<file path="src/rtl/timer_if.sv">
// Peripheral-bus view of the countdown timer: CPU-side address/data/strobe
// plus the read-data and interrupt lines returned to the bridge.
interface timer_if;
  logic [1:0]  Addr;
  logic        WE;
  logic [31:0] DIn;
  logic [31:0] DOut;
  logic        IRQ;

  modport master (output Addr, WE, DIn, input DOut, IRQ);
  modport slave  (input Addr, WE, DIn, output DOut, IRQ);
endinterface

</file>
<file path="src/rtl/timer.sv">
// Memory-mapped countdown timer: CTRL/PRESET/COUNT registers, one-shot or
// auto-reload countdown, interrupt raised when the count reaches zero.
module timer (
  input  logic    clk,
  input  logic    reset,
  timer_if.slave  bus
);

  typedef enum logic [1:0] {IDLE, LOAD, CNT, INT} st_t;

  st_t         st_q, st_d;
  logic [3:0]  ctrl_q, ctrl_d;
  logic [31:0] preset_q, preset_d;
  logic [31:0] count_q, count_d;
  logic        pend_q, pend_d;

  logic       en;
  logic [1:0] mode;
  logic       im;

  assign en   = ctrl_q[0];
  assign mode = ctrl_q[2:1];
  assign im   = ctrl_q[3];

  always_ff @(posedge clk or posedge reset) begin
    if (reset) begin
      st_q     <= IDLE;
      ctrl_q   <= 4'd0;
      preset_q <= 32'd0;
      count_q  <= 32'd0;
      pend_q   <= 1'b0;
    end else begin
      st_q     <= st_d;
      ctrl_q   <= ctrl_d;
      preset_q <= preset_d;
      count_q  <= count_d;
      pend_q   <= pend_d;
    end
  end

  always_comb begin
    st_d     = st_q;
    ctrl_d   = ctrl_q;
    preset_d = preset_q;
    count_d  = count_q;
    pend_d   = pend_q;

    case (st_q)
      IDLE: begin
        if (en) st_d = LOAD;
      end
      LOAD: begin
        count_d = preset_q;
        st_d    = en ? CNT : IDLE;
      end
      CNT: begin
        if (!en) begin
          st_d = IDLE;
        end else if (count_q > 32'd1) begin
          count_d = count_q - 32'd1;
        end else begin
          count_d = 32'd0;
          pend_d  = 1'b1;
          st_d    = INT;
        end
      end
      INT: begin
        if (mode == 2'b01) begin
          pend_d = 1'b0;
          st_d   = LOAD;
        end else begin
          ctrl_d[0] = 1'b0;
          st_d      = IDLE;
        end
      end
      default: st_d = IDLE;
    endcase

    // Bus writes are applied last so they override the state machine's
    // EN clear and PEND set/clear on the same edge.
    if (bus.WE) begin
      case (bus.Addr)
        2'd0: begin
          ctrl_d = bus.DIn[3:0];
          pend_d = 1'b0;
        end
        2'd1: begin
          preset_d = bus.DIn;
          pend_d   = 1'b0;
        end
        default: ;
      endcase
    end
  end

  always_comb begin
    case (bus.Addr)
      2'd0:    bus.DOut = {28'd0, ctrl_q};
      2'd1:    bus.DOut = preset_q;
      2'd2:    bus.DOut = count_q;
      default: bus.DOut = 32'd0;
    endcase
  end

  assign bus.IRQ = pend_q & im;

endmodule

</file>
<file path="src/flat_wrapper.sv">
// flat-port wrapper written by rule: the top's interface ports become plain ports
module timer_flat 
  (clk, reset, bus_Addr, bus_WE, bus_DIn, bus_DOut, bus_IRQ);
  timer_if bus_i ();
  input  logic clk;
  input  logic reset;
  input wire logic [$bits(bus_i.Addr)-1:0] bus_Addr;
  input wire logic [$bits(bus_i.WE)-1:0] bus_WE;
  input wire logic [$bits(bus_i.DIn)-1:0] bus_DIn;
  output wire logic [$bits(bus_i.DOut)-1:0] bus_DOut;
  output wire logic [$bits(bus_i.IRQ)-1:0] bus_IRQ;
  assign bus_i.Addr = bus_Addr;
  assign bus_i.WE = bus_WE;
  assign bus_i.DIn = bus_DIn;
  assign bus_DOut = bus_i.DOut;
  assign bus_IRQ = bus_i.IRQ;
  timer u_core (.clk(clk), .reset(reset), .bus(bus_i));
endmodule
</file>
<file path="config.mk">
export PLATFORM = sky130hd
export DESIGN_NAME = timer_flat
export DESIGN_NICKNAME = d
export VERILOG_FILES = /design/src/rtl/timer_if.sv /design/src/rtl/timer.sv /design/src/flat_wrapper.sv
export SDC_FILE = /design/constraint.sdc
export NUM_CORES = 1
export LEC_CHECK = 0
export CAP_MARGIN = 20
export CORE_UTILIZATION = 58
export DETAILED_ROUTE_END_ITERATION = 7
export PLACE_DENSITY = 0.86
export SYNTH_ARGS = -nofsm -noshare
export SYNTH_HDL_FRONTEND = slang
export SYNTH_SLANG_ARGS = --single-unit
</file>
<file path="constraint.sdc">
create_clock -name clk -period 6.7 [get_ports clk]
set_input_delay 1.34 -clock clk [delete_from_list [all_inputs] [get_ports clk]]
set_output_delay 1.34 -clock clk [all_outputs]
set_load 0.01 [all_outputs]
</file>
# ---- Word-level counts from Yosys, hierarchy flattened
# Cells that the tools add are included.
dict set report totals {
  register_bits 71
  input_bits 37
  out_inout_bits 33
  elab_cells 46
}
dict set report op_classes {
  add_sub_neg 1
  magnitude_cmp 1
  n_eq_ne 9
  mux 20
  n_bitwise 1
  reduce_logical 8
}
# operator n
set ops {}
lappend ops {{$pmux W32 S3} 1}
lappend ops {{$mux W32} 2}
lappend ops {{$pmux W32 S2} 1}
lappend ops {{$gt A32 B1 Y1 const B} 1}
lappend ops {{$sub A32 B1 Y32 const B} 1}
lappend ops {{$mux W1} 10}
lappend ops {{$mux W2} 4}
lappend ops {{$pmux W2 S4} 1}
lappend ops {{$reduce_and A2 Y1} 4}
lappend ops {{$eq A2 B1 Y1 const B} 3}
lappend ops {{$eq A2 B2 Y1 const B} 3}
lappend ops {{$logic_not A2 Y1} 2}
lappend ops {{$ne A2 B1 Y1 const B} 2}
lappend ops {{$ne A3 B3 Y1 const B} 1}
lappend ops {{$pmux W1 S2} 1}
lappend ops {{$reduce_bool A2 Y1} 1}
lappend ops {{$reduce_or A2 Y1} 1}
lappend ops {{$and A1 B1 Y1} 1}

# ---- Longest topological paths before layout
dict set report depth {
  depth_word 6
  depth_mapped 9
  depth_no_buf 7
}

# ---- Worst setup path before layout
# Ideal clock, no wire load.
dict set report synth_timing {
  path_kind {input to output}
  startpoint {in bus_Addr[1]}
  endpoint {out bus_DOut[10]}
  arrival_time_ns 2.582
  required_ns 5.360
  path_slack_ns 2.778
  stages 5
  path_buffers 2
  path_cell_list {clkbuf_1 > inv_1 > nor2_1 > clkbuf_1 > a22o_1}
}
dict set report synth_via {
  elab_chain_len 2
  elab_cells_between_ends 4
  cone_classes {eq/ne: 2; mux: 1; reduce/logical: 1}
}
# item line_no
set synth_rtl {}
lappend synth_rtl {{start, declared} flat_wrapper.sv:7} ;# input wire logic [$bits(bus_i.Addr)-1:0] bus_Addr;
lappend synth_rtl {{$eq A2 B2 Y1 (tied with other cells)} timer.sv:97} ;# case (bus.Addr)
lappend synth_rtl {{$pmux W32 S3 (*)} timer.sv:97}
lappend synth_rtl {{end, declared} flat_wrapper.sv:10} ;# output wire logic [$bits(bus_i.DOut)-1:0] bus_DOut;
# Every way passes the cells marked *; elsewhere a longest branch is shown, timed or not.

# ---- Worst setup path after layout
dict set report layout_timing {
  startpoint {in bus_Addr[0]}
  endpoint {out bus_DOut[2]}
}
# Same word-level chain as after synthesis.

==> flow_metrics.env <==
export IMPL_timing_critical_path_buf_inv=3
export IMPL_holdBufCountCts=0
export IMPL_drtAntennaViolNets=0
export IMPL_grt_max_degree=72
export IMPL_finalClockSkew_ns=0.00841
export IMPL_required_ns=5.36
export IMPL_max_stage_delay_ns=0.67
export IMPL_cts_sinks=71
export IMPL_leakage_uw=0.00203
export IMPL_final_setup_tns_ns=0
export IMPL_drt_total_wl_um=11300
export IMPL_synth_ff_type="dfrtp_1"
export IMPL_cts_root_buffer="clkbuf_8"
export IMPL_pwr_share_clk_pct=19.2
export IMPL_postSynth_asyncResetShare_pct=100
export IMPL_core_area_sq_um=6870
export IMPL_seq_area_sq_um=1780
export IMPL_antenna_cells=0
export IMPL_hp_class="flop to flop"
export IMPL_final_max_slew_viol_count=0
export IMPL_cp_arrival_ns=3.74
export IMPL_die_x_um=86.6
export IMPL_end_kind="primary output"
export IMPL_syn_area_sq_um=4150
export IMPL_place_hpwl_um=7500
export IMPL_postCtsSetupRepairBufs=0
export IMPL_path_class="input port to primary output"
export IMPL_vias=3920
export IMPL_synth_cells=422
export IMPL_antenna_found_initial=0
export IMPL_cts_tree="yes"
export IMPL_fmax_mhz=197
export IMPL_syn_avg_cell_area_sq_um=9.84
export IMPL_seq_power_share_pct=41.1
export IMPL_nets=512
export IMPL_post_drt_via_cell_ratio=6.83
export IMPL_initial_utilization_pct=60.5
export IMPL_place_gp_congestion=0.970
export IMPL_ios=70
export IMPL_overflow=0
export IMPL_grt_pass1_wl_um=18600
export IMPL_multi_input_area_sq_um=2200
export IMPL_ys_seq_area_share_pct=42.8
export IMPL_intPower_uw=1140
export IMPL_syn_to_final_growth_pct=22.3
export IMPL_fill_cells=494
export IMPL_path_common_cell="clkdlybuf4s50_1"
export IMPL_sw_frac_of_total_pct=42.0
export IMPL_post_route_period_util_pct=75.9
export IMPL_drive_above_1_share_pct=15.9
export IMPL_clk_path_buf_depth=2
export IMPL_ys_types=62
export IMPL_grt_pass1_vias=3796
export IMPL_htree_num_levels=3
export IMPL_startpoint_type="input port"
export IMPL_hold_violations=0
export IMPL_total_power_uw=1970
export IMPL_worst_slew_pin_slew_ns=0.894
export IMPL_die_area_sq_um=7500
export IMPL_setup_viol=0
export IMPL_avgRoutedWirePerCell_um=19.7
export IMPL_clk_pin_slew_ns=0.07
export IMPL_grt_usage_pct=32.5
export IMPL_drtIter0Drc=414
export IMPL_grt_setup_unrepaired="false"
export IMPL_synth_seq_cells=71
export IMPL_yosysWarnings=0
export IMPL_synth_edf_count=0
export IMPL_row_count=30
export IMPL_synth_nets=461
export IMPL_drv_cap=0
export IMPL_crit_family="buffers and inverters"
export IMPL_clk_latency_ns=0.37
export IMPL_p_comb_share_pct=39.7
export IMPL_route_detailed_drc=0
export IMPL_worstPathMaxFanout=17
export IMPL_cts_resized=0
export IMPL_p_sw_uw=826
export IMPL_first_pass_iters=6
export IMPL_outcome="completed"
export IMPL_chipHeight_um=86.6
export IMPL_period_minus_slack_ns=5.08
export IMPL_port_buffers=69
export IMPL_cts_buffers=9
export IMPL_hold_slack_ns=0.542
export IMPL_crit_chain="clkdlybuf4s50_1 -> nor2b_2 -> buf_4 -> nand2_1 -> o21ai_0 -> clkdlybuf4s50_1"
export IMPL_slew_limit_headroom_pct=40.4
export IMPL_p_per_area_nw_per_um2=387
export IMPL_slowest_stage="nor2b_2"
export IMPL_peakVddDrop_v=0.000204
-- cell usage after synthesis (2+ instances only) --
cell type | instances | area (sq um)
dfrtp_1 | 71 | 1780
nand2_1 | 43 | 161
mux2_2 | 35 | 394
a22o_1 | 30 | 263
clkbuf_1 | 26 | 97.6
nor2_1 | 20 | 75.1
nand3_1 | 18 | 90.1
o21ai_0 | 14 | 70.1
nor4_1 | 11 | 68.8
nand4_1 | 10 | 62.6
nor3_1 | 9 | 45.0
a22oi_1 | 8 | 60.1
a32oi_1 | 8 | 70.1
or3_1 | 8 | 50.1
inv_1 | 7 | 26.3
mux2i_1 | 7 | 70.1
a21oi_1 | 6 | 30.0
o311ai_0 | 6 | 52.6
buf_1 | 5 | 18.8
nor2b_1 | 5 | 31.3
and3_1 | 4 | 25.0
o211ai_1 | 4 | 30.0
or4_1 | 4 | 30.0
a221o_1 | 3 | 30.0
a31oi_1 | 3 | 18.8
and2_1 | 3 | 18.8
buf_2 | 3 | 15.0
buf_6 | 3 | 33.8
o22ai_1 | 3 | 18.8
o31ai_1 | 3 | 22.5
a221oi_1 | 2 | 17.5
a31o_2 | 2 | 17.5
a41oi_1 | 2 | 17.5
ha_1 | 2 | 25.0
nand2b_1 | 2 | 12.5
nor3_2 | 2 | 20.0
nor4_2 | 2 | 25.0
o21a_1 | 2 | 15.0
o2bb2ai_1 | 2 | 17.5
o311a_1 | 2 | 20.0
-- layout make-up --
class / instances / share of cell area, %
Clock buffer: 10 / 2.51
Clock inverter: 6 / 1.67
Inverter: 7 / 0.517
Multi-Input combinational cell: 307 / 43.2
Sequential cell: 71 / 35.0
Tap cell: 96 / 2.36
Timing Repair Buffer: 77 / 14.8
-- logic make-up (layout without fill, tap and decap cells) --
kind of cell / count (synthesis) / in the layout / share of synthesized area (%)
flip-flops: 71 / 71 / 42.8
multiplexers: 42 / 42 / 11.2
AND/OR/NAND/NOR: 154 / 154 / 20.3
adder cells (fa/ha/maj): 2 / 2 / 0.602
AO/OA/AOI/OAI: 109 / 109 / 20.5
buffers and inverters: 44 / 100 / 4.61
-- metal layers --
| metal | vias to the layer above | track usage [%] | routed length [um] |
|---|---|---|---|
| li1 | 1719 | - | - |
| met1 | 1908 | 42.4 | 4630 |
| met2 | 254 | 50.9 | 5310 |
| met3 | 39 | 7.81 | 1070 |
| met4 | 0 | 15.6 | 330 |
| met5 | - | 0 | 0 |
-- worst reg2reg max path, stage by stage (launching register included) --
cell     delay, ns
dfrtp_1       0.89
nor2b_2       0.62
buf_4         0.30
nor2_2        0.15
nor3_1        0.71
a221o_1       0.26
-- placed cells by master, fill, tap and decap left out, types with 3 or more instances in the layout --
| cell | Yosys | layout |
|---|---|---|
| dfrtp_1 | 71 | 71 |
| nand3_1 | 18 | 18 |
| a31oi_1 | 3 | 3 |
| buf_4 | 0 | 8 |
| a32oi_1 | 8 | 8 |
| or3_1 | 8 | 8 |
| o31ai_1 | 3 | 3 |
| nor2b_1 | 5 | 3 |
| and2_1 | 3 | 3 |
| o22ai_1 | 3 | 3 |
| clkdlybuf4s50_1 | 0 | 69 |
| nand4_1 | 10 | 10 |
| nor2_1 | 20 | 18 |
| a22oi_1 | 8 | 8 |
| a21oi_1 | 6 | 6 |
| inv_1 | 7 | 6 |
| o311ai_0 | 6 | 6 |
| mux2_2 | 35 | 35 |
| and3_1 | 4 | 4 |
| nor3_1 | 9 | 9 |
| o21ai_0 | 14 | 14 |
| nor4_1 | 11 | 11 |
| o211ai_1 | 4 | 4 |
| a22o_1 | 30 | 30 |
| mux2i_1 | 7 | 7 |
| a221o_1 | 3 | 3 |
| nand2_1 | 43 | 43 |
| clkbuf_8 | 0 | 9 |
| or4_1 | 4 | 4 |
-- worst paths after layout --
check | from | end | slack, ns | depth (start not counted)
min in group asynchronous | reset | u_core.count_q[25] | 1.55 | 3
max in group asynchronous | reset | u_core.count_q[23] | 4.56 | 3
worst max register to register | u_core.st_q[0] | u_core.count_q[20] | 3.71 | 5
worst max-delay path | bus_Addr[0] | bus_DOut[2] | 1.62 | 6
worst min register to register | u_core.preset_q[22] | u_core.preset_q[22] | 0.54 | 1
worst min-delay path | u_core.preset_q[22] | u_core.preset_q[22] | 0.54 | 1
-- power groups by stage --
| stage | registers, uW | clock network [uW] | logic (uW) |
|---|---|---|---|
| 4_1_cts | 797 | 375 | 770 |
| 5_1_grt | 828 | 397 | 860 |
| 3_3_place_gp | 790 | 0 | 737 |
| 3_5_place_dp | 802 | 0 | 759 |
| 6_report | 808 | 377 | 780 |
| 2_1_floorplan | 689 | 0 | 604 |
-- per-stage QoR --
step / instances / utilization [%] / cell area, sq um / setup slack (ns)
2_1_floorplan: 422 / - / 4150 / 2.78
3_3_place_gp: 558 / 70.9 / 4870 / 1.71
3_5_place_dp: 558 / 70.9 / 4870 / 1.65
4_1_cts: 574 / 74.0 / 5080 / 1.65
5_1_grt: 574 / 74.0 / 5080 / 1.51
6_report: 574 / 74.0 / 5080 / 1.62
-- sequential cells by signal (all words and copies together) (netlist names) --
| register | cells |
|---|---|
| u_core.count_q | 32 |
| u_core.ctrl_q | 4 |
| u_core.pend_q | 1 |
| u_core.preset_q | 32 |
| u_core.st_q | 2 |
Note: power is estimated with default switching activity, not from simulation.
